### src/rtl/vga_pkg.sv
// Shared VGA text-rendering definitions: palette colours, glyph codes and bus widths.
package vga_pkg;

  localparam int RGB_W  = 12;
  localparam int ROM_AW = 11;

  // Palette colours, {R[3:0], G[3:0], B[3:0]}
  localparam logic [RGB_W-1:0] COLOR_YELLOW = 12'hFF0;
  localparam logic [RGB_W-1:0] COLOR_WHITE  = 12'hFFF;
  localparam logic [RGB_W-1:0] COLOR_CYAN   = 12'h0FF;
  localparam logic [RGB_W-1:0] COLOR_NAVY   = 12'h008;
  localparam logic [RGB_W-1:0] COLOR_RED    = 12'hF00;
  localparam logic [RGB_W-1:0] COLOR_BLACK  = 12'h000;

  // Palette index whose ink alternates with the blink phase
  localparam logic [3:0] COLOR_BLINK_IDX = 4'd15;

  // Glyph code of the solid fill block (every row 8'hFF)
  localparam logic [6:0] FONT_SOLID = 7'h0a;

  // Horizontal scaling selector; only FS_X2 doubles, the others render native
  typedef enum logic [1:0] {
    FS_NATIVE0 = 2'd0,
    FS_X1      = 2'd1,
    FS_X2      = 2'd2,
    FS_NATIVE3 = 2'd3
  } font_size_t;

endpackage

### src/rtl/font_rom.sv
// 2048x8 font ROM, address {char[6:0], row[3:0]}, synchronous read with one cycle
// of latency. Glyph bitmaps are held as constants so the ROM needs no external
// initialisation file; unlisted codes read as blank rows.
module font_rom
  import vga_pkg::*;
(
  input  logic              clk,
  input  logic [ROM_AW-1:0] addr,
  output logic [7:0]        data
);

  // Each glyph is 16 rows of 8 bits, row 0 in the top byte, MSB = leftmost pixel
  localparam logic [127:0] GLYPH_0 = 128'h0000_3C66_666E_7666_6666_3C00_0000_0000;
  localparam logic [127:0] GLYPH_1 = 128'h0000_1838_7818_1818_1818_7E00_0000_0000;
  localparam logic [127:0] GLYPH_2 = 128'h0000_3C66_060C_1830_6066_7E00_0000_0000;
  localparam logic [127:0] GLYPH_3 = 128'h0000_3C66_0606_1C06_0666_3C00_0000_0000;
  localparam logic [127:0] GLYPH_4 = 128'h0000_0C1C_3C6C_CCFE_0C0C_1E00_0000_0000;
  localparam logic [127:0] GLYPH_5 = 128'h0000_7E60_607C_0606_0666_3C00_0000_0000;
  localparam logic [127:0] GLYPH_6 = 128'h0000_1C30_607C_6666_6666_3C00_0000_0000;
  localparam logic [127:0] GLYPH_7 = 128'h0000_7E66_060C_1818_1818_1800_0000_0000;
  localparam logic [127:0] GLYPH_8 = 128'h0000_3C66_6666_3C66_6666_3C00_0000_0000;
  localparam logic [127:0] GLYPH_9 = 128'h0000_3C66_6666_3E06_060C_3800_0000_0000;
  localparam logic [127:0] GLYPH_A = 128'h0000_183C_6666_7E66_6666_6600_0000_0000;
  localparam logic [127:0] GLYPH_B = 128'h0000_7C66_6666_7C66_6666_7C00_0000_0000;
  localparam logic [127:0] GLYPH_C = 128'h0000_3C66_6060_6060_6066_3C00_0000_0000;
  localparam logic [127:0] GLYPH_D = 128'h0000_786C_6666_6666_666C_7800_0000_0000;
  localparam logic [127:0] GLYPH_E = 128'h0000_7E60_6060_7C60_6060_7E00_0000_0000;
  localparam logic [127:0] GLYPH_F = 128'h0000_7E60_6060_7C60_6060_6000_0000_0000;

  function automatic logic [7:0] glyph_row(input logic [6:0] ch, input logic [3:0] row);
    logic [127:0] g;
    g = '0;
    case (ch)
      FONT_SOLID: g = '1;
      7'h30: g = GLYPH_0;
      7'h31: g = GLYPH_1;
      7'h32: g = GLYPH_2;
      7'h33: g = GLYPH_3;
      7'h34: g = GLYPH_4;
      7'h35: g = GLYPH_5;
      7'h36: g = GLYPH_6;
      7'h37: g = GLYPH_7;
      7'h38: g = GLYPH_8;
      7'h39: g = GLYPH_9;
      7'h41: g = GLYPH_A;
      7'h42: g = GLYPH_B;
      7'h43: g = GLYPH_C;
      7'h44: g = GLYPH_D;
      7'h45: g = GLYPH_E;
      7'h46: g = GLYPH_F;
      default: g = '0;
    endcase
    g = g << {row, 3'b000};
    return g[127:120];
  endfunction

  // Registered ROM read
  always_ff @(posedge clk) begin
    data <= glyph_row(addr[10:4], addr[3:0]);
  end

endmodule

### src/rtl/pixel_render.sv
// Pixel renderer: font ROM lookup, column bit select, palette mapping and a
// registered 12-bit RGB output, two clocks behind its inputs. Palette entry 15
// blinks with a frame-counted phase.
module pixel_render
  import vga_pkg::*;
#(
  parameter int               BLINK_FRAMES = 30,
  parameter logic [RGB_W-1:0] BG_RGB       = 12'h000
) (
  input  logic              clk,
  input  logic              reset,
  input  logic [ROM_AW-1:0] rom_addr,
  input  logic [3:0]        color_addr,
  input  logic [1:0]        font_size,
  input  logic              dp,
  input  logic [9:0]        pixelx,
  input  logic              video_on,
  input  logic              frame_tick,
  output logic [RGB_W-1:0]  rgb
);

  localparam int CNT_W = (BLINK_FRAMES > 1) ? $clog2(BLINK_FRAMES) : 1;
  localparam logic [CNT_W-1:0] CNT_LAST = CNT_W'(BLINK_FRAMES - 1);

  logic [2:0]       col_idx_p0;
  logic [7:0]       rom_row_p1;
  logic [3:0]       color_addr_p1;
  logic [2:0]       col_idx_p1;
  logic             dp_p1;
  logic             vld_p1;
  logic             glyph_bit_p1;
  logic [RGB_W-1:0] rgb_next;
  logic [CNT_W-1:0] blink_cnt;
  logic             blink_phase;
  logic             unused_pixelx;

  // Columns beyond one glyph cell are irrelevant to bit selection
  assign unused_pixelx = ^pixelx[9:4];

  function automatic logic [RGB_W-1:0] palette(input logic [3:0] idx, input logic phase);
    logic [RGB_W-1:0] c;
    c = COLOR_BLACK;
    case (idx)
      4'd0:            c = COLOR_YELLOW;
      4'd1:            c = COLOR_WHITE;
      4'd2:            c = COLOR_CYAN;
      4'd3:            c = COLOR_NAVY;
      4'd4:            c = COLOR_RED;
      COLOR_BLINK_IDX: c = phase ? COLOR_WHITE : BG_RGB;
      default:         c = COLOR_BLACK;
    endcase
    return c;
  endfunction

  // ---- stage 0: ROM address presented, per-pixel attributes captured ----

  // Double-width text steps the glyph column every second pixel
  always_comb begin
    col_idx_p0 = pixelx[2:0];
    if (font_size == FS_X2) col_idx_p0 = pixelx[3:1];
  end

  font_rom u_font_rom (
    .clk  (clk),
    .addr (rom_addr),
    .data (rom_row_p1)
  );

  // Align attributes with the ROM read so they meet its data in stage 1
  always_ff @(posedge clk) begin
    if (reset) begin
      color_addr_p1 <= '0;
      col_idx_p1    <= '0;
      dp_p1         <= 1'b0;
      vld_p1        <= 1'b0;
    end else begin
      color_addr_p1 <= color_addr;
      col_idx_p1    <= col_idx_p0;
      dp_p1         <= dp;
      vld_p1        <= video_on;
    end
  end

  // Frame counter driving the blink phase; a held tick counts every cycle
  always_ff @(posedge clk) begin
    if (reset) begin
      blink_cnt   <= '0;
      blink_phase <= 1'b0;
    end else if (frame_tick) begin
      if (blink_cnt == CNT_LAST) begin
        blink_cnt   <= '0;
        blink_phase <= ~blink_phase;
      end else begin
        blink_cnt <= blink_cnt + 1'b1;
      end
    end
  end

  // ---- stage 1: glyph bit select and colour mapping ----

  // Blank outside the active area or drawn items; glyph-off pixels get the background
  always_comb begin
    glyph_bit_p1 = rom_row_p1[3'd7 - col_idx_p1];
    rgb_next     = COLOR_BLACK;
    if (vld_p1 && dp_p1) begin
      rgb_next = glyph_bit_p1 ? palette(color_addr_p1, blink_phase) : BG_RGB;
    end
  end

  // ---- stage 2: registered output ----

  // Output register feeding the VGA pins
  always_ff @(posedge clk) begin
    if (reset) rgb <= '0;
    else       rgb <= rgb_next;
  end

endmodule

### config.mk
export PLATFORM = sky130hd
export DESIGN_NAME = pixel_render
export DESIGN_NICKNAME = d
export VERILOG_FILES = /design/src/rtl/vga_pkg.sv /design/src/rtl/font_rom.sv /design/src/rtl/pixel_render.sv
export SDC_FILE = /design/constraint.sdc
export NUM_CORES = 1
export LEC_CHECK = 0
export ABC_AREA = 1
export BUFFER_PORTS_ARGS = -buffer_cell sky130_fd_sc_hd__buf_2
export CAP_MARGIN = 20
export CORE_AREA = 2 2 93 95
export DETAILED_ROUTE_END_ITERATION = 8
export DIE_AREA = 0 0 95 97
export SLEW_MARGIN = 20
export SYNTH_ARGS = -nofsm -noshare
export SYNTH_HDL_FRONTEND = slang
export SYNTH_SLANG_ARGS = --single-unit
export TNS_END_PERCENT = 1
### constraint.sdc
create_clock -name clk -period 1.9 [get_ports clk]
set_clock_uncertainty 0.15 [all_clocks]
set_input_delay 0.19 -clock clk [delete_from_list [all_inputs] [get_ports clk]]
set_output_delay 0.19 -clock clk [all_outputs]
set_load 0.005 [all_outputs]
-- After elaboration in Yosys (flattened, before gate mapping)
Cells that the tools add are included.
W data, S select, Z words.
- register bits after elaboration: 35
- output and inout bits: 12
- logic and storage cells: 50
- bits of input ports: 32
- multiplexer cells: 7
- magnitude comparators: 1
- shift-type cells: 1
- bitwise operators: 3
- reduce and logical (&&, ||, !) cells: 4
- add/sub/neg operators: 2
- equal/unequal tests: 24
- operator list (cell ; number):
    $pmux W128 S17 ; 1
    $shl A128 B7 Y128 ; 1
    $pmux W12 S6 ; 1
    $eq A7 B6 Y1 const B ; 10
    $eq A7 B7 Y1 const B ; 6
    $mux W12 ; 1
    $eq A4 B2 Y1 const B ; 2
    $eq A7 B4 Y1 const B ; 1
    $add A5 B1 Y5 const B ; 1
    $eq A5 B5 Y1 const B ; 1
    $mux W5 ; 1
    $eq A4 B1 Y1 const B ; 1
    $eq A4 B3 Y1 const B ; 1
    $eq A4 B4 Y1 const B ; 1
    $logic_not A4 Y1 ; 1
    $lt A3 B4 Y1 const B ; 1
    $bmux W1 S3 ; 1
    $mux W3 ; 1
    $not A1 Y1 ; 3
    $reduce_or A3 Y1 ; 1
    $sub A3 B3 Y3 const A ; 1
    $eq A2 B2 Y1 const B ; 1
    $reduce_and A2 Y1 ; 1
    $logic_and A1 B1 Y1 ; 1
    $mux W1 ; 1

-- Longest topological paths before layout
- depth after elaboration: 5
- depth in mapped cells: 16
- mapped depth without buffers: 15

-- By module
From an unflattened synthesis, not the netlist that was laid out.
- cells, all modules: 420
- area total of the unflattened synthesis: 2372.3 sq um
- modules (own cells, without submodules) (module ; instances ; area an instance (sq um) ; cells an instance):
    font_rom ; 1 ; 1500.2 ; 300
    pixel_render ; 1 ; 872.1 ; 120

-- Worst setup path after synthesis
No wires, ideal clock.
- kind: input port to flip-flop
- from: input port rom_addr[4]
- to: register u_font_rom.data[3]
- library setup time: 115 ps
- data arrival time: 1326 ps
- stages on the path: 13
- setup slack: 309 ps
- path buffers: 1
- data required time: 1635 ps
- cell sequence: buf_4 inv_4 nor2_4 nand2_1 nor2_1 nor2_1 nand2_1 nor2_2 nand2_1 nand2_1 nand3_1 a21oi_1 nand2_1
- word-level cells in the longest chain between the ends: 3
- ends and longest elaborated chain (element ; line ; source):
    start: declaration ; pixel_render.sv:12 ; input logic [ROM_AW-1:0] rom_addr,
    $eq A7 B7 Y1, or another cell as far along ; font_rom.sv:33 ; case (ch)
    $pmux W128 S17 * ; font_rom.sv:33 ;
    $shl A128 B7 Y128 * ; font_rom.sv:53 ; g = g << {row, 3'b000};
    end signal: assignment ; font_rom.sv:59 ; data <= glyph_row(addr[10:4], addr[3:0]);
    end: declaration ; font_rom.sv:9 ; output logic [7:0] data
Every way passes the cells marked *; elsewhere a longest branch is shown, timed or not.
A chain may end at the register's enable or synchronous reset.

-- Final worst setup path
- from: input port rom_addr[4]
- to: register u_font_rom.data[4]
Same word-level chain as after synthesis.

==> results_dict.tcl <==
set metrics [dict create \
    layout.nets 511 \
    row_count 33 \
    grt_pass1_vias 2641 \
    synth-seq-cells 27 \
    critical_path_peak_fanout 8 \
    clkTransAtPathRegs_ns 0.08 \
    synth_edf_count 0 \
    hold_path_class "in -> reg" \
    setup_viol 0 \
    synth_ff_type "dfxtp_1" \
    cts_buffers 3 \
    route.detailed.drc 0 \
    routabilityCongestion 1.019 \
    insertion_delay_ns 0.28 \
    cts_tree "done" \
    cts_sinks 27 \
    dpl_cell_area_um2 2731 \
    r2r_slack_ns 0.35 \
    initial_utilization_pct 29.70 \
    crit_path_end_kind "flop" \
    hold_violations 0 \
    ir_drop_mv 0.2609 \
    max_cap_violations 0 \
    track_usage_pct 15.04 \
    antenna_left 0 \
    tns_ns 0 \
    area_growth_syn_to_layout_pct 19.21 \
    first_pass_iters 5 \
    outcome "finished clean" \
    p_leak_nw 1.648 \
    design_area_um2 2880 \
    ctsResizeCount 0 \
    antenna_found_initial 0 \
    period_needed_ns 1.643 \
    final_util_pct 35.41 \
    fill_cells 871 \
    critPathArrivalTime_ns 1.67 \
    post-place-cells 567 \
    post_cts_buffers 0 \
    crit_path_frequent_cell "nand2_1" \
    rsz0062_at_grt "false" \
    crit_chain "buf_2 > inv_4 > nand2_1 > nor2_1 > nand2_1 > nand3_2 > inv_1 > nand3_1 > o21ai_0 > nand2_1 > nand3_1 > nand2_1 > nand2_1 > inv_1" \
    final_common_cell "nand2_1" \
    ys_warn_count 0 \
    cellPowerDensity_nw_per_um2 439.9 \
    root_buffer "clkbuf_8" \
    max_slew_margin_pct 69.72 \
    clk_path_buf_depth 2 \
    slew_viol_final 0 \
    die-area_um2 9215 \
    final_cells 581 \
    die_w_um 95 \
    crit_path_start_kind "primary input" \
    syn_avg_cell_area_um2 5.619 \
    grt_max_degree 24 \
    timing.final.crit_share_pct 86.48 \
    crit_slowest_cell "o21ai_0" \
    h-tree-depth 1 \
    synthArstFlopShare_pct 0 \
    fmax_mhz 608.6 \
    ios 44 \
    setup_ws_ns 0.2570 \
    crit_type "in -> reg" \
    io_buffers 37 \
    slowest_delay_ns 0.30 \
    pre_cts_ws_ns -0.007777 \
    whs_ns 0.003937 \
    synth_nets 464 \
    postCtsHoldBufs 10 \
    wire_per_inst_um 11.62 \
    antennaDiodeCount 0 \
    tightest_slew_ns 0.4501 \
    power_mw 1.267 \
    cp.required_ns 1.93 \
    die_y_um 97 \
    drive_above_1_share_pct 17.86 \
    grt_overflow 0 \
    seq_area_frac_synth_pct 22.37 \
    syn_area_um2 2416 \
    core_area_um2 8134 \
    synthCells 430 \
    synth_cell_types 38 \
    layout_common_cells "122 x nand2_1, 70 x nor2_1, 50 x inv_1" \
    first_iter_violations 153 \
    finalWirelength_um 6752 \
    via_per_inst 4.867 \
    grt_pass1_wl_um 11470 \
    num_vias 2828 \
    dp_hpwl_um 5343 \
]
[final timing paths]
path / startpoint / to / cells past startpoint
hold reg to reg: blink_phase / blink_phase / 2
setup / recovery: rom_addr[4] / u_font_rom.data[4] / 14
setup reg to reg: col_idx_p1[0] / rgb[3] / 7
hold / removal: reset / vld_p1 / 2
[worst max-delay path: cells and delay by family]
family          cells  cell delay (ns)
simple gates        9             0.80
buf+inv             4             0.37
compound gates      1             0.30
[layer usage]
layer	wire length, um	vias up	GRT usage, %
met5	0	-	0
met4	33	0	3.679
met3	336	4	2.259
met2	3337	85	26.19
met1	3044	1281	19.18
li1	-	1458	-
[logic make-up after synthesis]
group	count (synthesis)	share of synthesized area, %
adder cells (fa/ha/maj)	2	1.036
AND/OR/NAND/NOR	278	50.75
XOR/XNOR	1	0.3626
flip-flops	27	22.37
buffers and inverters	78	14.29
AO/OA/AOI/OAI	44	11.19
[power by group]
| group | total (mW) | switching [mW] | internal [mW] |
|---|---|---|---|
| clock | 0.328 | 0.179 | 0.149 |
| combinational | 0.336 | 0.205 | 0.130 |
| sequential | 0.603 | 0.0138 | 0.590 |
| total | 1.27 | 0.398 | 0.869 |
[final cells by class]
type	count	area, um2	share of cell area [%]
clock buffers	3	41.29	1.434
clock inverters	1	7.507	0.2606
inverters	59	226.5	7.863
multi-input cells	325	1530	53.13
flip-flops and latches	27	540.5	18.77
well taps	105	131.4	4.561
repair buffers	61	402.9	13.99
[synthesized netlist by cell type, types with 6 or more instances]
cell type	n	area, um2
dfxtp_1	27	540.5
nand2_2	6	37.54
o21ai_0	12	60.06
nor2_1	70	262.8
inv_2	6	22.52
nor2_2	7	43.79
buf_4	10	75.07
nand4_1	10	62.56
inv_1	50	187.7
nor3_1	7	35.03
nand2_1	122	457.9
nand3_1	44	220.2
a21oi_1	15	75.07
[flip-flops by register name, indices dropped and copies added (netlist names)]
signal and flops:
u_font_rom.data 8, dp_p1 1, vld_p1 1, blink_cnt 5, blink_phase 1, color_addr_p1 4, rgb 4, col_idx_p1 3
Power figures use the tool's default switching activity.
